**config.mk**
```make
export PLATFORM = sky130hd
export DESIGN_NAME = alu_chunk_sequencer_flat
export DESIGN_NICKNAME = d
export VERILOG_FILES = /design/src/rtl/alu_chunk_sequencer_if.sv /design/src/rtl/alu_chunk_sequencer.sv /design/src/flat_wrapper.sv
export SDC_FILE = /design/constraint.sdc
export NUM_CORES = 1
export LEC_CHECK = 0
export CAP_MARGIN = 30
export CORE_UTILIZATION = 47
export CTS_CLUSTER_DIAMETER = 100
export DETAILED_ROUTE_END_ITERATION = 12
export PLACE_DENSITY = 0.75
export SYNTH_ARGS = -nofsm -noshare
export SYNTH_HDL_FRONTEND = slang
export SYNTH_SLANG_ARGS = --single-unit
```
**constraint.sdc**
```tcl
create_clock -name clk -period 2.2 [get_ports clk]
set_input_delay 0.22 -clock clk [delete_from_list [all_inputs] [get_ports clk]]
set_output_delay 0.22 -clock clk [all_outputs]
set_load 0.02 [all_outputs]
```
**src/rtl/alu_chunk_sequencer_if.sv**
```systemverilog
// Bundle of the request, ALU-slice and response signals around the chunk
// sequencer. The master view belongs to the sequencer; the slave view is the
// surrounding environment (request source, ALU slice, response sink).
interface alu_chunk_sequencer_if #(
  parameter int WIDTH  = 3,
  parameter int CHUNKS = 4
);
  localparam int W = WIDTH * CHUNKS;

  // Operation request channel
  logic             req_valid;
  logic             req_ready;
  logic [2:0]       req_op;
  logic [W-1:0]     req_a;
  logic [W-1:0]     req_b;
  logic             req_carryin;

  // Combinational ALU slice
  logic [WIDTH-1:0] alu_a;
  logic [WIDTH-1:0] alu_b;
  logic [2:0]       alu_control;
  logic             alu_carryin;
  logic [WIDTH-1:0] alu_result;
  logic             alu_c;

  // Response channel
  logic             rsp_valid;
  logic             rsp_ready;
  logic [W-1:0]     rsp_result;
  logic             rsp_n;
  logic             rsp_z;
  logic             rsp_c;
  logic             rsp_v;

  modport master (
    input  req_valid, req_op, req_a, req_b, req_carryin,
    output req_ready,
    output alu_a, alu_b, alu_control, alu_carryin,
    input  alu_result, alu_c,
    output rsp_valid, rsp_result, rsp_n, rsp_z, rsp_c, rsp_v,
    input  rsp_ready
  );

  modport slave (
    output req_valid, req_op, req_a, req_b, req_carryin,
    input  req_ready,
    input  alu_a, alu_b, alu_control, alu_carryin,
    output alu_result, alu_c,
    input  rsp_valid, rsp_result, rsp_n, rsp_z, rsp_c, rsp_v,
    output rsp_ready
  );
endinterface

```
**src/rtl/alu_chunk_sequencer.sv**
```systemverilog
// Multi-cycle controller for a WIDTH-bit combinational ALU slice. A request of
// CHUNKS*WIDTH-bit operands is executed one slice per clock, lowest slice
// first. Add/sub chain the carry between slices; subtraction is issued as an
// add of ~b with carry-in 1. Full-width n/z/c/v flags are formed from the
// registered operands and result once all slices are stored.
module alu_chunk_sequencer #(
  parameter int WIDTH  = 3,
  parameter int CHUNKS = 4
) (
  input logic                   clk,
  input logic                   rst,
  alu_chunk_sequencer_if.master seq_if
);

  localparam int            W      = WIDTH * CHUNKS;
  localparam int            KW     = (CHUNKS > 1) ? $clog2(CHUNKS) : 1;
  localparam logic [KW-1:0] K_LAST = KW'(CHUNKS - 1);
  localparam logic [2:0]    OP_ADD = 3'd0;
  localparam logic [2:0]    OP_SUB = 3'd7;

  typedef enum logic [1:0] {
    IDLE = 2'd0,
    RUN  = 2'd1,
    DONE = 2'd2
  } state_t;

  state_t           state_q, state_d;
  logic [KW-1:0]    k_q, k_d;
  logic [W-1:0]     a_q, a_d;
  logic [W-1:0]     b_q, b_d;
  logic [2:0]       op_q, op_d;
  logic             cin_q, cin_d;
  logic [W-1:0]     result_q, result_d;
  logic             carry_q, carry_d;

  logic [WIDTH-1:0] slice_a;
  logic [WIDTH-1:0] slice_b;
  logic [2:0]       slice_ctrl;
  logic             slice_cin;
  logic             is_arith;
  logic             beff_msb;
  logic             done_out;

  // Signed overflow of a two-operand add, judged from the three sign bits.
  function automatic logic add_overflow(input logic a_msb, input logic b_msb,
                                        input logic r_msb);
    return (a_msb == b_msb) && (r_msb != a_msb);
  endfunction

  assign is_arith = (op_q == OP_ADD) || (op_q == OP_SUB);
  assign beff_msb = (op_q == OP_SUB) ? ~b_q[W-1] : b_q[W-1];

  // Register update; reset abandons any operation in flight.
  always_ff @(posedge clk) begin
    if (rst) begin
      state_q  <= IDLE;
      k_q      <= '0;
      a_q      <= '0;
      b_q      <= '0;
      op_q     <= '0;
      cin_q    <= 1'b0;
      result_q <= '0;
      carry_q  <= 1'b0;
    end else begin
      state_q  <= state_d;
      k_q      <= k_d;
      a_q      <= a_d;
      b_q      <= b_d;
      op_q     <= op_d;
      cin_q    <= cin_d;
      result_q <= result_d;
      carry_q  <= carry_d;
    end
  end

  // Next-state logic and the slice drive presented to the ALU during RUN.
  always_comb begin
    state_d    = state_q;
    k_d        = k_q;
    a_d        = a_q;
    b_d        = b_q;
    op_d       = op_q;
    cin_d      = cin_q;
    result_d   = result_q;
    carry_d    = carry_q;
    slice_a    = '0;
    slice_b    = '0;
    slice_ctrl = '0;
    slice_cin  = 1'b0;

    unique case (state_q)
      IDLE: begin
        if (seq_if.req_valid) begin
          a_d     = seq_if.req_a;
          b_d     = seq_if.req_b;
          op_d    = seq_if.req_op;
          cin_d   = seq_if.req_carryin;
          k_d     = '0;
          state_d = RUN;
        end
      end

      RUN: begin
        slice_a = a_q[int'(k_q)*WIDTH +: WIDTH];
        slice_b = (op_q == OP_SUB) ? ~b_q[int'(k_q)*WIDTH +: WIDTH]
                                   :  b_q[int'(k_q)*WIDTH +: WIDTH];
        // Subtraction rides on the ALU adder.
        slice_ctrl = (op_q == OP_SUB) ? OP_ADD : op_q;
        if (is_arith) begin
          if (k_q == '0) begin
            slice_cin = (op_q == OP_SUB) ? 1'b1 : cin_q;
          end else begin
            slice_cin = carry_q;
          end
        end
        result_d[int'(k_q)*WIDTH +: WIDTH] = seq_if.alu_result;
        carry_d = seq_if.alu_c;
        k_d     = k_q + 1'b1;
        if (k_q == K_LAST) begin
          state_d = DONE;
        end
      end

      DONE: begin
        if (seq_if.rsp_ready) begin
          state_d = IDLE;
        end
      end

      default: state_d = IDLE;
    endcase
  end

  // Outputs are forced quiet while reset is held.
  assign seq_if.req_ready   = (state_q == IDLE) && !rst;
  assign seq_if.alu_a       = rst ? '0   : slice_a;
  assign seq_if.alu_b       = rst ? '0   : slice_b;
  assign seq_if.alu_control = rst ? 3'd0 : slice_ctrl;
  assign seq_if.alu_carryin = !rst && slice_cin;

  assign done_out          = (state_q == DONE) && !rst;
  assign seq_if.rsp_valid  = done_out;
  assign seq_if.rsp_result = done_out ? result_q : '0;
  assign seq_if.rsp_n      = done_out && result_q[W-1];
  assign seq_if.rsp_z      = done_out && (result_q == '0);
  assign seq_if.rsp_c      = done_out && is_arith && carry_q;
  assign seq_if.rsp_v      = done_out && is_arith &&
                             add_overflow(a_q[W-1], beff_msb, result_q[W-1]);

endmodule
```
**src/flat_wrapper.sv**
```systemverilog
// flat-port wrapper written by rule: the top's interface ports become plain ports
module alu_chunk_sequencer_flat 
#(
  parameter int WIDTH  = 3,
  parameter int CHUNKS = 4
)
  (clk, rst, seq_if_req_valid, seq_if_req_op, seq_if_req_a, seq_if_req_b, seq_if_req_carryin, seq_if_req_ready, seq_if_alu_a, seq_if_alu_b, seq_if_alu_control, seq_if_alu_carryin, seq_if_alu_result, seq_if_alu_c, seq_if_rsp_valid, seq_if_rsp_result, seq_if_rsp_n, seq_if_rsp_z, seq_if_rsp_c, seq_if_rsp_v, seq_if_rsp_ready);
  alu_chunk_sequencer_if #(.WIDTH(WIDTH), .CHUNKS(CHUNKS)) seq_if_i ();
  input logic clk;
  input logic rst;
  input wire logic [$bits(seq_if_i.req_valid)-1:0] seq_if_req_valid;
  input wire logic [$bits(seq_if_i.req_op)-1:0] seq_if_req_op;
  input wire logic [$bits(seq_if_i.req_a)-1:0] seq_if_req_a;
  input wire logic [$bits(seq_if_i.req_b)-1:0] seq_if_req_b;
  input wire logic [$bits(seq_if_i.req_carryin)-1:0] seq_if_req_carryin;
  output wire logic [$bits(seq_if_i.req_ready)-1:0] seq_if_req_ready;
  output wire logic [$bits(seq_if_i.alu_a)-1:0] seq_if_alu_a;
  output wire logic [$bits(seq_if_i.alu_b)-1:0] seq_if_alu_b;
  output wire logic [$bits(seq_if_i.alu_control)-1:0] seq_if_alu_control;
  output wire logic [$bits(seq_if_i.alu_carryin)-1:0] seq_if_alu_carryin;
  input wire logic [$bits(seq_if_i.alu_result)-1:0] seq_if_alu_result;
  input wire logic [$bits(seq_if_i.alu_c)-1:0] seq_if_alu_c;
  output wire logic [$bits(seq_if_i.rsp_valid)-1:0] seq_if_rsp_valid;
  output wire logic [$bits(seq_if_i.rsp_result)-1:0] seq_if_rsp_result;
  output wire logic [$bits(seq_if_i.rsp_n)-1:0] seq_if_rsp_n;
  output wire logic [$bits(seq_if_i.rsp_z)-1:0] seq_if_rsp_z;
  output wire logic [$bits(seq_if_i.rsp_c)-1:0] seq_if_rsp_c;
  output wire logic [$bits(seq_if_i.rsp_v)-1:0] seq_if_rsp_v;
  input wire logic [$bits(seq_if_i.rsp_ready)-1:0] seq_if_rsp_ready;
  assign seq_if_i.req_valid = seq_if_req_valid;
  assign seq_if_i.req_op = seq_if_req_op;
  assign seq_if_i.req_a = seq_if_req_a;
  assign seq_if_i.req_b = seq_if_req_b;
  assign seq_if_i.req_carryin = seq_if_req_carryin;
  assign seq_if_req_ready = seq_if_i.req_ready;
  assign seq_if_alu_a = seq_if_i.alu_a;
  assign seq_if_alu_b = seq_if_i.alu_b;
  assign seq_if_alu_control = seq_if_i.alu_control;
  assign seq_if_alu_carryin = seq_if_i.alu_carryin;
  assign seq_if_i.alu_result = seq_if_alu_result;
  assign seq_if_i.alu_c = seq_if_alu_c;
  assign seq_if_rsp_valid = seq_if_i.rsp_valid;
  assign seq_if_rsp_result = seq_if_i.rsp_result;
  assign seq_if_rsp_n = seq_if_i.rsp_n;
  assign seq_if_rsp_z = seq_if_i.rsp_z;
  assign seq_if_rsp_c = seq_if_i.rsp_c;
  assign seq_if_rsp_v = seq_if_i.rsp_v;
  assign seq_if_i.rsp_ready = seq_if_rsp_ready;
  alu_chunk_sequencer #(.WIDTH(WIDTH), .CHUNKS(CHUNKS)) u_core (.clk(clk), .rst(rst), .seq_if(seq_if_i));
endmodule
```
[Word level (Yosys, flattened, before mapping)]
Cells that the tools add are included.
Storage, ports and cells
  flip-flop bits (word level): 45
  input port bits: 36
Operators by class
  add/sub/neg operators: 2
  multiply operators: 1
  equal/unequal tests: 9
  shifts and indexed selects: 4
  multiplexer cells: 21
  bitwise gates (word level): 2
  reductions and logical operators: 19
Operator list (number)
  variable part select 12 x 32 -> 3 bit: 2
  negation 32 -> 33 bit: 1
  variable shift 3 x 33 -> 12 bit (first input constant): 1
  variable part select 3 x 33 -> 12 bit: 1
  two-way mux 3 bit: 8
  bitwise mux 12 bit: 1
  zero test 12 bit: 1
  two-way mux 12 bit: 1
  logical AND 1 bit: 9
  two-way mux 2 bit: 4
  case mux 2 bit (3 select lines): 1
  two-way mux 1 bit: 5
  == test 2 bit (second input constant): 2
  zero test 2 bit: 2
  multiplier 2 x 2 -> 4 bit (second input constant): 1
  inequality test 2 bit (second input constant): 2
  case mux 2 bit (2 select lines): 1
  AND reduction 2 bit: 2
  == test 3 bit (second input constant): 1
  zero test 3 bit: 1
  NOT 3 bit: 1
  AND reduction 3 bit: 1
  adder 2 x 1 -> 2 bit (second input constant): 1
  == test 2 x 1 -> 1 bit (second input constant): 1
  7 further kinds: 7

[Depth between registers and ports, before layout]
  depth in word-level cells: 6
  mapped depth: 7
  depth with buffers taken out: 6

[Worst setup path before layout]
OpenSTA, ideal clock, no wires.
  path type: register -> output
  start point: register u_core.k_q[0]
  end point: output port seq_if_alu_carryin
  arrival time: 1.788 ns
  path slack: 0.192 ns
  cell stages (with the launch flop): 7
  cell sequence: dfxtp_1 buf_6 inv_1 ha_1 nand3b_1 o21ai_0 nor4_1
On the way
  word-level cells in the longest chain between the ends: 5
RTL lines
  start, declared: RTL line alu_chunk_sequencer.sv:28  | logic [KW-1:0] k_q, k_d;
  start signal, assigned: RTL line alu_chunk_sequencer.sv:66  | k_q <= k_d;
  zero test 2 bit: RTL line alu_chunk_sequencer.sv:110  | if (k_q == '0) begin
  two-way mux 1 bit: RTL line alu_chunk_sequencer.sv:110
  two-way mux 1 bit: RTL line alu_chunk_sequencer.sv:109  | if (is_arith) begin
  two-way mux 1 bit: RTL line alu_chunk_sequencer.sv:91  | unique case (state_q)
  logical AND 1 bit: RTL line alu_chunk_sequencer.sv:139  | assign seq_if.alu_carryin = !rst && slice_cin;
  end, declared: RTL line flat_wrapper.sv:20  | output wire logic [$bits(seq_if_i.alu_carryin)-1:0] seq_if_alu_carryin;
Every way passes these cells.

[Worst setup path in the final report]
  start point: register u_core.state_q[1]
  end point: output port seq_if_alu_control[2]
On the way
  word-level cells in the longest chain between the ends: 3
RTL lines
  start, declared: RTL line alu_chunk_sequencer.sv:27  | state_t state_q, state_d;
  start signal, assigned: RTL line alu_chunk_sequencer.sv:65  | state_q <= state_d;
  == test 2 x 1 -> 1 bit: RTL line alu_chunk_sequencer.sv:91
  two-way mux 3 bit: RTL line alu_chunk_sequencer.sv:91
  two-way mux 3 bit: RTL line alu_chunk_sequencer.sv:138  | assign seq_if.alu_control = rst ? 3'd0 : slice_ctrl;
  end, declared: RTL line flat_wrapper.sv:19  | output wire logic [$bits(seq_if_i.alu_control)-1:0] seq_if_alu_control;
Every way passes these cells.

==> metrics.cfg <==
[power]
power.share.switching = 0.2657
power_mw = 1.640
total_leakage_power_nw = 1.127
p_seq_frac = 0.538
pwr-share-comb = 0.173
pwr-share-clk = 0.290
p_int_mw = 1.204
ir_worst_vdd_uv = 405.3
powerDensity_nw_per_um2 = 557.8
power_switching_mw = 0.4358

[min_path]
hp-class = in2reg
hp-start = rst
hold_depth = 2

[cts]
root_buffer = clkbuf_8
path_clk_slew_ns = 0.08
clk_latency_ns = 0.30
clockBufferDepth = 2
h-tree-depth = 2
cts_sinks = 45
cts_buffers = 5
cts_tree = done

[worst_setup_path]
cp.depth = 4
r2r_cells = 7
cpPeakStageDelay_ns = 0.59
crit_family = simple AND/OR/NAND/NOR gates
critPathBufInv = 1
path_cells = nand2b_2 > nor2_4 > and3_1 > clkdlybuf4s50_1
critPathArrivalTime_ns = 1.85
slowest_stage = clkdlybuf4s50_1
cp-end-kind = output port
crit_type = reg2out
startpoint_type = flip-flop
cp_max_fo = 10
crit_required_ns = 1.98
r2r-start = u_core.k_q[0]
crit_start = u_core.state_q[1]

[logic_synthesis]
netlist_instances = 265
synth_top_area_frac = 0.4117
ys_warn_count = 0
ys_ff_latch = 45
ys_types = 34
synth_seq_area_share = 0.4117
syn_area_per_cell_um2 = 8.258
yosys.area.top_type = dfxtp_1
synth_edf_count = 0
synth.net_count = 307
synthesis.area_um2 = 2188
synth.area.top_cells = dfxtp_1 41%, nand2_1 13%, a21oi_1 8.7%
async_flop_share = 0
synth_ff_type = dfxtp_1

[routing]
wl_per_cell_um = 12.59
postRouteAntennaNets = 0
viasPerCell = 5.275
remaining_drc_errors = 0
firstDrtPassIters = 4
drt-initial-drc-count = 131
num_vias = 2015
wl_mm = 4.811

[place]
place_congestion = 0.8070
placed_cell_area_um2 = 2875
place_ws_ns = 0.1540
io_buffers = 63
place_hpwl_mm = 3.512
dpl.cell_count = 376

[timing]
setup_viol = 0
slew_viol_final = 0
period_needed_ns = 2.072
hold-worst-slack_ns = 0.2125
max_freq_ghz = 0.4826
rsz0062_at_grt = false
worst_slack_ns = 0.1280
final.setup.tns_ns = 0
fin_skew_ns = 0.006255
finalHoldViolCount = 0
timing.slew.headroom = 0.7025
tightest_slew_ns = 0.4462
finalCritPeriodShare = 0.9418

[outcome]
outcome = finished, final reports clean

[die]
initial_core_util = 0.4957
io_pins = 64
die_h_um = 70.24
die_area_um2 = 4933
row_count = 24
die_w_um = 70.24
core_um2 = 4414

[grt]
grt_pass1_vias = 1892
grt.overflow.total = 0
gr-usage-all-layers = 0.2195
grt_pass1_wl_mm = 8.562
grt_max_degree = 34
antenna_found_initial = 0

[layout]
final_util = 0.6661
antenna_cells = 0
area_growth_pct = 34.36
final_cells = 382
drive_gt1_frac = 0.09697
design_area_um2 = 2940
final_nets = 373

[flow_run]
max_cap_viol_count = 0

==> layout make-up <==
| cell class | count | area, µm² |
|---|---|---|
| clock buffer | 5 | 68.82 |
| clock inverter | 1 | 5.005 |
| fill | 391 | 1474 |
| inverter | 2 | 7.507 |
| multi-input combinational | 202 | 1186 |
| sequential | 45 | 902.1 |
| tap | 52 | 65.06 |
| timing repair buffer | 75 | 705.7 |
==> power groups by stage <==
stage	sequential, mW	clock, mW	combinational, mW
floorplan	0.894	0	0.174
global placement	0.900	0	0.283
detailed placement	0.901	0	0.286
CTS	0.881	0.490	0.285
global route	0.887	0.521	0.318
finish	0.882	0.475	0.283
==> cell usage after synthesis (2+ instances only) <==
cell type / n
buf_2: 6
nor2b_1: 2
nand3_1: 5
nor4_1: 4
nand2_1: 76
dfxtp_1: 45
nor4_4: 2
nor3_1: 2
and3_1: 4
inv_1: 2
nor2_1: 12
clkbuf_1: 3
and2_1: 17
o21ai_0: 2
ha_1: 6
nand4_1: 6
buf_4: 5
a21oi_1: 38
mux4_2: 6
a22oi_1: 7
o21ai_1: 2
==> layer usage <==
| metal | wire (µm) | track usage | vias up | part of all wire |
|---|---|---|---|---|
| met5 | 0 | 0 | - | 0 |
| met4 | 66 | 0.07333 | 0 | 0.014 |
| met3 | 178 | 0.05772 | 6 | 0.037 |
| met2 | 2223 | 0.3397 | 40 | 0.46 |
| met1 | 2343 | 0.2969 | 940 | 0.49 |
| li1 | - | - | 1029 | - |
==> flip-flops by register name, summed over array words and instances, names as in the netlist <==
register and count:
u_core.a_q 12, u_core.b_q 12, u_core.carry_q 1, u_core.cin_q 1
u_core.k_q 2, u_core.op_q 3, u_core.result_q 12, u_core.state_q 2
==> kinds of logic (layout without fill, tap and decap cells) <==
family	after synthesis	in the layout	share of synthesized area
buf+inv	18	83	0.04631
compound gates	49	49	0.1201
simple gates	139	139	0.3173
mux	7	7	0.06632
flops	45	45	0.4117
xor+xnor	1	1	0.004003
fa+ha+maj	6	6	0.03430
==> final timing paths <==
| path | slack, ns | end |
|---|---|---|
| worst max-delay path | 0.13 | seq_if_alu_control[2] |
| worst min-delay path | 0.21 | u_core.state_q[0] |
| worst min register to register | 0.46 | u_core.cin_q |
| worst max register to register | 0.52 | u_core.result_q[2] |
==> cell usage in the layout, fill, tap and decap left out, types with 2 or more instances in the layout <==
cell type,synthesis,routed
nand2_1,76,76
clkdlybuf4s50_1,0,54
dfxtp_1,45,44
a21oi_1,38,38
and2_1,17,17
nor2_1,12,12
buf_4,5,12
dlygate4sd2_1,0,8
a22oi_1,7,7
mux4_2,6,6
nand4_1,6,6
ha_1,6,6
nand3_1,5,5
clkbuf_8,0,5
and3_1,4,4
nor4_1,4,4
inv_1,2,2
o21ai_1,2,2
nor3_1,2,2
o21ai_0,2,2
nor2b_1,2,2
nor4_4,2,2
==> worst register-to-register path: stages (launching register included) <==
cell and delay (ns):
dfxtp_1 0.33, buf_4 0.15, inv_1 0.06, buf_4 0.14, ha_1 0.37, nor4_4 0.34, a22oi_1 0.14, nor2_1 0.09
==> timing repair <==
item / CTS / global route
hold buffers: 0 / 0
gates resized for setup: 9 / 0
setup endpoints to repair: 8 / 0
setup buffers: 0 / 0
Note: power is estimated with default switching activity, not from simulation.
